## src/rtl/drive_sequencer.sv

```systemverilog
// Safety sequencer between the movement system and the PWM generator.
// It inserts coast dead-time on reversals, enforces overcurrent lockout and latches faults.
module drive_sequencer #(
  parameter int DEADTIME  = 1000,
  parameter int LOCKOUT   = 50000,
  parameter int MAX_RETRY = 3,
  parameter int CNT_W     = 16
) (
  input  logic       CLK,
  input  logic       RSTn,
  input  logic [1:0] ReqA,
  input  logic [1:0] ReqB,
  input  logic       OverA,
  input  logic       OverB,
  input  logic       OverBat,
  input  logic       ClearFault,
  output logic [1:0] DriveA,
  output logic [1:0] DriveB,
  output logic       Fault,
  output logic       Busy,
  output logic [1:0] RetryCount
);

  typedef enum logic [1:0] {
    ST_RUN,
    ST_DEAD,
    ST_LOCKOUT,
    ST_FAULT
  } state_t;

  localparam logic [CNT_W-1:0] DEAD_LAST = CNT_W'(DEADTIME - 1);
  localparam logic [CNT_W-1:0] LOCK_LAST = CNT_W'(LOCKOUT - 1);
  localparam logic [2:0]       RETRY_MAX = 3'(MAX_RETRY);

  state_t           state;
  logic [CNT_W-1:0] timer;
  logic [CNT_W-1:0] timer_inc;
  logic [2:0]       ov_meta;
  logic [2:0]       ov_stable;
  logic             ov_sync;
  logic             reversal;
  logic             trip_now;
  logic             trip_faults;
  logic [1:0]       retry_inc;

  function automatic logic is_reversal(input logic [1:0] cur, input logic [1:0] req);
    return (cur == 2'b01 && req == 2'b10) || (cur == 2'b10 && req == 2'b01);
  endfunction

  // Each overcurrent flag is asynchronous, so every one gets its own two-flop synchroniser.
  always_ff @(posedge CLK or negedge RSTn) begin
    if (!RSTn) begin
      ov_meta   <= '0;
      ov_stable <= '0;
    end else begin
      ov_meta   <= {OverBat, OverB, OverA};
      ov_stable <= ov_meta;
    end
  end

  assign ov_sync     = |ov_stable;
  assign reversal    = is_reversal(DriveA, ReqA) || is_reversal(DriveB, ReqB);
  assign timer_inc   = (timer == '1) ? timer : timer + 1'b1;
  assign trip_faults = ({1'b0, RetryCount} + 3'd1) >= RETRY_MAX;
  assign retry_inc   = RetryCount + 2'd1;

  always_comb begin
    trip_now = 1'b0;
    case (state)
      ST_RUN, ST_DEAD: trip_now = ov_sync;
      // A lockout only re-arms at its final cycle; overcurrent mid-lockout is absorbed.
      ST_LOCKOUT:      trip_now = ov_sync && (timer == LOCK_LAST);
      default:         trip_now = 1'b0;
    endcase
  end

  always_ff @(posedge CLK or negedge RSTn) begin
    if (!RSTn) begin
      state      <= ST_RUN;
      timer      <= '0;
      DriveA     <= 2'b00;
      DriveB     <= 2'b00;
      Fault      <= 1'b0;
      Busy       <= 1'b0;
      RetryCount <= 2'b00;
    end else if (trip_now) begin
      DriveA <= 2'b00;
      DriveB <= 2'b00;
      timer  <= '0;
      if (trip_faults) begin
        state      <= ST_FAULT;
        RetryCount <= RETRY_MAX[1:0];
        Fault      <= 1'b1;
        Busy       <= 1'b0;
      end else begin
        state      <= ST_LOCKOUT;
        RetryCount <= retry_inc;
        Busy       <= 1'b1;
      end
    end else begin
      case (state)
        ST_RUN: begin
          if (reversal) begin
            state  <= ST_DEAD;
            timer  <= '0;
            DriveA <= 2'b00;
            DriveB <= 2'b00;
            Busy   <= 1'b1;
          end else begin
            DriveA <= ReqA;
            DriveB <= ReqB;
            // Retry decay: a full LOCKOUT window of clean running forgives past trips.
            if (RetryCount != 2'b00) begin
              if (timer == LOCK_LAST) RetryCount <= 2'b00;
              else                    timer      <= timer_inc;
            end
          end
        end
        ST_DEAD: begin
          if (timer == DEAD_LAST) begin
            state  <= ST_RUN;
            timer  <= '0;
            DriveA <= ReqA;
            DriveB <= ReqB;
            Busy   <= 1'b0;
          end else begin
            timer <= timer_inc;
          end
        end
        ST_LOCKOUT: begin
          if (timer == LOCK_LAST) begin
            state  <= ST_RUN;
            timer  <= '0;
            DriveA <= ReqA;
            DriveB <= ReqB;
            Busy   <= 1'b0;
          end else begin
            timer <= timer_inc;
          end
        end
        ST_FAULT: begin
          if (ClearFault && !ov_sync) begin
            state      <= ST_RUN;
            timer      <= '0;
            RetryCount <= 2'b00;
            Fault      <= 1'b0;
            DriveA     <= ReqA;
            DriveB     <= ReqB;
          end
        end
        default: begin
          state  <= ST_RUN;
          timer  <= '0;
          DriveA <= 2'b00;
          DriveB <= 2'b00;
          Busy   <= 1'b0;
        end
      endcase
    end
  end

endmodule

```

## config.mk

```make
export PLATFORM = sky130hd
export DESIGN_NAME = drive_sequencer
export DESIGN_NICKNAME = d
export VERILOG_FILES = /design/src/rtl/drive_sequencer.sv
export SDC_FILE = /design/constraint.sdc
export NUM_CORES = 1
export LEC_CHECK = 0
export ABC_CLOCK_PERIOD_IN_PS = 2000
export BUFFER_PORTS_ARGS = -buffer_cell sky130_fd_sc_hd__buf_2
export CORE_MARGIN = 4
export CORE_UTILIZATION = 45
export DETAILED_ROUTE_END_ITERATION = 7
export GPL_TIMING_DRIVEN = 1
export PLACE_DENSITY = 0.66
export SETUP_SLACK_MARGIN = 0.4
export SYNTH_ARGS = -nofsm -noshare
export SYNTH_HDL_FRONTEND = slang
export SYNTH_SLANG_ARGS = --single-unit
```

## constraint.sdc

```tcl
create_clock -name CLK -period 2 [get_ports CLK]
set_input_delay 0 -clock CLK [delete_from_list [all_inputs] [get_ports CLK]]
set_output_delay 0 -clock CLK [all_outputs]
set_load 0.03 [all_outputs]
```

==> summary.txt, run 1 <==
Timing
  • Final hold slack: around 0.034 ns
  • Clk_skew: 0.00825 ns
  • RSZ-0062 raised after global routing: yes
  • Highest clock rate: approximately 520 MHz
  • Max Slew Vio Count: 0
  • Setup TNS: 0 ns
  • Fin. Hold Viols: 0
  • Endpoints failing setup: 0
  • Final worst-path cycle share: roughly 97%
  • Worst Tran Pin Value: between 0.7 and 0.8 ns
  • Final worst path period need: slightly below 2 ns
  • Slew HR: between 50 and 60%

Pwr
  • Clock power share: 15.6%
  • Combinational Power Share: about 62%
  • Total net switching power: 1670 µW
  • Static leakage: roughly 0.0011 µW
  • Sequential share of power: about 22%
  • Pint: 2230 µW
  • Sw frac: around 43%
  • Peak VDD IR: roughly 0.65 mV
  • Total power per unit cell area: roughly 1500 mW/mm²

Clocking
  • H-tree levels: 2
  • CTS tree: built
  • CTS root buf: clkbuf_8
  • Clock Sinks: 32
  • Clock Latency Late Sink: ~0.29 ns
  • Clock slew at reported path FFs: ~0.070 ns
  • Clock buffer depth: 2
  • Cts bufs inserted: 5

Placed design
  • Number of placed instances, taps included: 300
  • GP Congestion: 0.885
  • DPL Wire Length: roughly 3400 µm
  • Placed cell area: 0.00231 mm²
  • PortBufs: 17

Drt
  • Wire length per cell: approximately 16 µm
  • Aggregate routed wire length: between 5000 and 6000 µm
  • Residual DRC: 0
  • Starting DRC count in detailed routing: 62
  • Via count: 1861
  • Final antenna-violating net count: 0
  • Detailed Routing Iterations Pass 1: 4
  • Via density per instance: 5.76

Cells and area
  • Non-Filler Instances: 323
  • Cell area after layout: 0.00268 mm²
  • Ant diodes: 0
  • Final core occ: 65.1%
  • Syn-to-layout area delta: 35.9%
  • Total Nets Final: 289
  • Fraction of layout cells with a size suffix above 1: 38.1%

Min path
  • Hold Path Stages: 3
  • Worst Hold Launch: ClearFault
  • Hold Path Class: in -> reg

Floorplanning
  • Die W: ~74 µm
  • Die Y: approximately 74 µm
  • Top-Level Pins: 18
  • Num rows: 23
  • Die area: 0.00550 mm²
  • Initial core utilization: between 40 and 50%
  • Core area: ~0.004 mm²

Critical path
  • Crit path required time: about 2.2 ns
  • Worst path max stage delay: around 0.44 ns
  • Crit path from: timer[5]
  • Critical Path Start Type: register
  • Critical path depth: 7
  • Worst-path cell chain: nand3_2 -> or4_4 -> o31ai_4 -> buf_6 -> nand3_2 -> mux2i_1 -> nor2_1
  • Critical path peak fanout: 4
  • Type of the worst setup path: reg -> reg
  • Worst reg2reg path startpoint: timer[5]
  • Critical path capture point type: register
  • Worst Path Arrival: approximately 2.1 ns
  • Delay-heaviest family, CP: simple AND/OR/NAND/NOR gates
  • Slowest CP cell: or4_4
  • Reg2Reg Depth: 7
  • Most used cell along the critical path: nand3_2
  • Worst Path Buf+Inv: 1

Yosys
  • Flops & latches, synth: 32
  • Synth Area per Inst: about 9.2 µm²
  • EDFF count, synth: 0
  • Synth unique cells: 46
  • Ys flop type: dfrtp_1
  • Syn nets: around 230
  • Synth async-reset ratio: 100%
  • Synthesized area: between 0.0015 and 0.002 mm²
  • Sequential-to-total area share from yosys stat: 40.6%
  • Syn. warnings: 0
  • Gate Count Post-Synth: approximately 220

Run
  • Max_cap viols: 0

Global route
  • Global-route wire length before repair: roughly 7900 µm
  • Initial antenna violation count: 0
  • Overall routing resource usage: a little under a fifth
  • Remaining Overflow, GRT: 0
  • Largest net degree at the start of global routing: 33
  • Vias in the first global route: between 1500 and 2000

Outcome
  • Status: finished, final reports clean
worst register-to-register path, cell delays in order (launching register included):
cell     delay [ns]
dfrtp_1        0.41
nand3_2        0.10
or4_4          0.44
o31ai_4        0.30
buf_6          0.17
nand3_2        0.13
mux2i_1        0.22
nor2_1         0.06
stage by stage:
step	worst slack, ns	total power (µW)
after CTS	0.0739	3450
after detailed placement	0.0791	2800
final	0.0678	3900
after floorplan	0.128	2310
after global placement	0.127	2790
after global routing	-0.00498	4180
state kept, by name, summed over array words and instances, names as in the netlist:
name,count
timer,16
ov_meta,3
ov_stable,3
DriveA,2
DriveB,2
RetryCount,2
state,2
Busy,1
Fault,1
routing by layer:
metal,wire length [µm],global-route usage (%)
met1,2310,25.3
met4,70,6.64
met3,208,3.78
met2,2480,30.0
met5,0,0
timing repair:
action	in CTS	in global routing
gates cloned	0	2
endpoints found under the hold margin	35	0
setup endpoints to repair	26	26
pin swaps	5	15
buffers inserted	1	8
hold buffers	4	0
gates resized for setup	3	23
cells in the mapped netlist (2+ instances only):
cell,n,share of area (%)
nor3_1,14,3.6
and4bb_2,2,1.3
a31oi_1,10,3.2
ha_1,7,4.4
buf_4,2,0.76
nand2_1,23,4.4
a41oi_1,4,1.8
mux2i_1,5,2.5
and2_1,4,1.3
a21oi_1,13,3.3
nor4bb_1,4,2.0
o31ai_1,2,0.76
o2111ai_1,2,0.89
nor2b_1,5,1.6
inv_1,8,1.5
buf_6,5,2.9
and3_1,3,0.95
nor2_1,17,3.2
o21ai_0,4,1.0
a211oi_1,3,1.1
dfrtp_1,32,41
nand3_1,22,5.6
power by group through the flow:
| stage | registers [µW] | clock network [µW] | logic, µW |
|---|---|---|---|
| floorplan | 1020 | 0 | 1290 |
| global placement | 886 | 0 | 1900 |
| detailed placement | 892 | 0 | 1910 |
| CTS | 881 | 627 | 1940 |
| global route | 880 | 656 | 2650 |
| finish | 868 | 608 | 2420 |
final timing paths:
path | end | slack (ns)
worst max-delay path | DriveA[1] | 0.07
worst min-delay path | Fault | 0.03
worst max register to register | DriveA[1] | 0.07
worst min register to register | ov_stable[0] | 0.36
max in group asynchronous | timer[8] | 1.21
min in group asynchronous | timer[0] | 0.30
area by class of cell:
| class | instances | area (µm²) |
|---|---|---|
| well taps | 50 | 62.6 |
| fillers | 350 | 1440 |
| clock inverters | 2 | 35.0 |
| repair buffers | 58 | 460 |
| flip-flops and latches | 32 | 802 |
| inverters | 8 | 30.0 |
| clock buffers | 6 | 72.6 |
| multi-input cells | 167 | 1220 |
kinds of logic (layout without fill, tap and decap cells):
| group | after synthesis | count (layout) | share of synthesized area, % |
|---|---|---|---|
| simple gates | 103 | 103 | 27.7 |
| compound gates | 51 | 52 | 19.1 |
| flops | 32 | 32 | 40.6 |
| buf+inv | 17 | 74 | 5.58 |
| fa+ha+maj | 7 | 7 | 4.44 |
| mux | 5 | 5 | 2.54 |
cell usage in the layout, fill, tap and decap left out, types with 2 or more instances in the layout:
cell           instances
a211oi_2               3
a21oi_1                6
a21oi_2                8
a31oi_1               10
a41oi_1                2
a41oi_2                2
and2_1                 3
and3_1                 3
and4bb_2               2
buf_12                 2
buf_2                 17
buf_4                 30
buf_6                  4
clkbuf_8               5
dfrtp_1               31
dlygate4sd3_1          4
ha_1                   5
ha_2                   2
inv_1                  8
mux2i_1                5
nand2_1               20
nand2_2                3
nand3_1               20
nand3_2                3
nor2_1                17
nor2b_1                5
nor3_1                10
nor3_2                 4
nor4bb_1               3
o21ai_0                4
Power figures use the tool's default switching activity.
==> inputs of run 2 (changes only) <==
Settings changed: CORE_ASPECT_RATIO set to 1.2, CTS_BUF_LIST set to sky130_fd_sc_hd__clkbuf_8.
==> run 2 against run 1 <==
Against the previous run:
- worst hold slack gained 0.023 ns
- count of clock-buffer cells in the layout shrank 1
- power grew 1.7%
- non-clock buffer count grew 2
- cell count grew 2.2%
- flip-flop and latch count is the same
- setup slack lost 0.031 ns
- maximum frequency shrank 1.6%
- critical path depth is the same
- highest routed layer unchanged
==> summary.txt, run 2 (synthesis gave the netlist of run 1 again) <==
Global route
  • Vias in the first global route: 1823 (+8.4%)
  • GRT busiest layer: met2
  • Met3 usage: 3.08% (-0.71 points)
  • Grt met1 use: 25.5% (+0.19 points)
  • GR Layer Usage met2: 33.0% (+3.0 points)
  • Initial antenna violation count: 0 (unchanged)
  • Largest net degree at the start of global routing: 33 (unchanged)
  • Overall routing resource usage: 20.2% (+1.4 points)
  • Global-route wire length before repair: 8510 µm (+7.5%)
  • Remaining Overflow, GRT: 0 (unchanged)

Run
  • Max_cap viols: 0 (unchanged)

Drt
  • Aggregate routed wire length: 5110 µm (+0.97%)
  • Starting DRC count in detailed routing: 111 (+79%)
  • Residual DRC: 0 (unchanged)
  • Final antenna-violating net count: 0 (unchanged)
  • Detailed Routing Iterations Pass 1: 4 (unchanged)
  • Via count: 1885 (+1.3%)
  • Via density per instance: 5.71 (-0.86%)
  • Wire length per cell: 15.5 µm (-1.2%)

Pwr
  • Static leakage: 0.00116 µW (+1.7%)
  • Peak VDD IR: 0.695 mV (+6.6%)
  • Total power per unit cell area: 1470 mW/mm² (+0.85%)

Cells and area
  • Cell area after layout: 0.00270 mm² (+0.79%)
  • Non-Filler Instances: 330 (+2.2%)
  • Total Nets Final: 290 (+0.35%)
  • Fill count: 357 (+2.0%)
  • Ant diodes: 0 (unchanged)
  • Max reg flops: 16 (unchanged)
  • Most common cell after layout, fill and taps aside: dfrtp_1
  • Syn-to-layout area delta: 36.9%
  • Biggest regs: timer x16, ov_meta x3, ov_stable x3
  • Biggest register: timer
  • Fraction of layout cells with a size suffix above 1: 35.8% (-2.3 points)
  • Commonest cells after routing, fill and taps aside: dfrtp_1, buf_4, nand2_1

Timing
  • Worst Tran Pin Value: 0.738 ns (+0.0275 ns)
  • RSZ-0062 raised after global routing: yes
  • Clk_skew: 0.00222 ns (-0.00603 ns)
  • Final hold slack: 0.0569 ns (+0.0233 ns)
  • Slew HR: 50.8% (-1.8 points)
  • Setup TNS: 0 ns (unchanged)
  • Max Slew Vio Count: 0 (unchanged)
  • Final worst path period need: 1.96 ns (+0.0311 ns)
  • Worst setup margin: 0.0367 ns (-0.0311 ns)
  • Fin. Hold Viols: 0 (unchanged)
  • Endpoints failing setup: 0 (unchanged)
  • Highest clock rate: 509 MHz (-1.6%)
  • Final worst-path cycle share: 98.2% (+1.6 points)

Floorplanning
  • Core area: 0.00426 mm² (+3.6%)
  • Die W: 68.4 µm (-7.8%)
  • Top-Level Pins: 18 (unchanged)
  • Die area: 0.00551 mm² (about the same)
  • Initial core utilization: 46.3% (-1.6 points)
  • Die Y: 80.5 µm (+8.5%)
  • Num rows: 26 (+13%)

Critical path
  • Critical path peak fanout: 13 (+9)
  • Critical path capture point type: register
  • Slowest CP cell: or4_4
  • Worst path max stage delay: 0.52 ns (+0.08 ns)
  • Critical Path Start Type: register
  • Type of the worst setup path: reg -> reg
  • Delay-heaviest family, CP: simple AND/OR/NAND/NOR gates
  • Crit path required time: 2.15 ns (-0.03 ns)
  • Worst Path Arrival: 2.12 ns (about the same)
  • Worst Path Buf+Inv: 2 (+1)
  • Worst-path cell chain: or4_4 -> o31ai_4 -> a31oi_4 -> buf_12 -> buf_12 -> nand3_1 -> a31oi_1
  • Most used cell along the critical path: buf_12

Placed design
  • Number of placed instances, taps included: 307 (+2.3%)
  • PortBufs: 17 (unchanged)
  • DPL Wire Length: 3390 µm (+0.83%)
  • Post-place setup slack: -0.00624 ns (-0.0853 ns)
  • Placed cell area: 0.00235 mm² (+1.7%)
  • GP Congestion: 0.839 (-5.2%)

Clocking
  • Clock buffer depth: 2 (unchanged)
  • CTS root buf: clkbuf_8
  • Clock Latency Late Sink: 0.28 ns (about the same)
  • Clock slew at reported path FFs: 0.07 ns (about the same)
  • Cts bufs inserted: 5 (unchanged)
  • H-tree levels: 2 (unchanged)
  • Clock Sinks: 32 (unchanged)
  • CTS tree: built

Min path
  • Hold Path Class: in -> reg

Outcome
  • Status: finished, final reports clean
==> run 2: changes by cell type in the layout (fill, tap and decap cells not counted), sizes merged <==
cell,before,now
clkbuf,7,6
buf,53,55
clkinvlp,0,1
a31oi,12,11
==> run 2: final timing paths <==
check / slack, ns / startpoint / to / depth (start not counted)
min in group asynchronous: 0.31 / RSTn / ov_stable[2] / 2
worst max-delay path: 0.04 / timer[15] / timer[8] / 7
max in group asynchronous: 1.22 / RSTn / timer[8] / 2
worst max register to register: 0.04 / timer[15] / timer[8] / 7
worst min-delay path: 0.06 / ClearFault / Fault / 3
worst min register to register: 0.35 / ov_meta[0] / ov_stable[0] / 0
==> run 2: through the flow <==
| step | power (µW) | util (%) |
|---|---|---|
| 4_1_cts | 3680 | 60.7 |
| 6_report | 3970 | 63.4 |
| 3_5_place_dp | 2840 | 55.2 |
| 5_1_grt | 4210 | 63.4 |
| 3_3_place_gp | 2820 | 55.2 |
| 2_1_floorplan | 2310 | - |
==> run 2: metal layers <==
layer | up-vias | routed length (µm)
met4 | 0 | 175
met1 | 899 | 2120
met3 | 17 | 242
met5 | - | 0
li1 | 908 | -
met2 | 61 | 2570
==> run 2: power by group <==
part / internal, µW / switching, µW / total [µW]
Sequential: 771 / 119 / 889
Clock: 368 / 251 / 619
Combinational: 1140 / 1320 / 2460
==> run 2: worst min-delay path, stage by stage <==
cell and delay [ns]:
buf_2 0.10, nand3_1 0.08, a22o_1 0.13
==> run 2: layout make-up <==
type / count / area, µm² / area share (%)
clock inverters: 3 / 42.5 / 1.58
flip-flops and latches: 32 / 801 / 29.7
clock buffers: 5 / 68.8 / 2.55
well taps: 56 / 70.1 / 2.59
inverters: 8 / 30.0 / 1.11
repair buffers: 60 / 505 / 18.7
multi-input cells: 166 / 1180 / 43.8
==> run 2: what timing repair did <==
item / in CTS / in global routing
gates cloned: 0 / 1
pin swaps: 2 / 3
setup buffers: 6 / 4
setup endpoints to repair: 26 / 26
gates resized for setup: 6 / 13
hold buffers: 4 / 0
hold endpoints to repair: 35 / 0
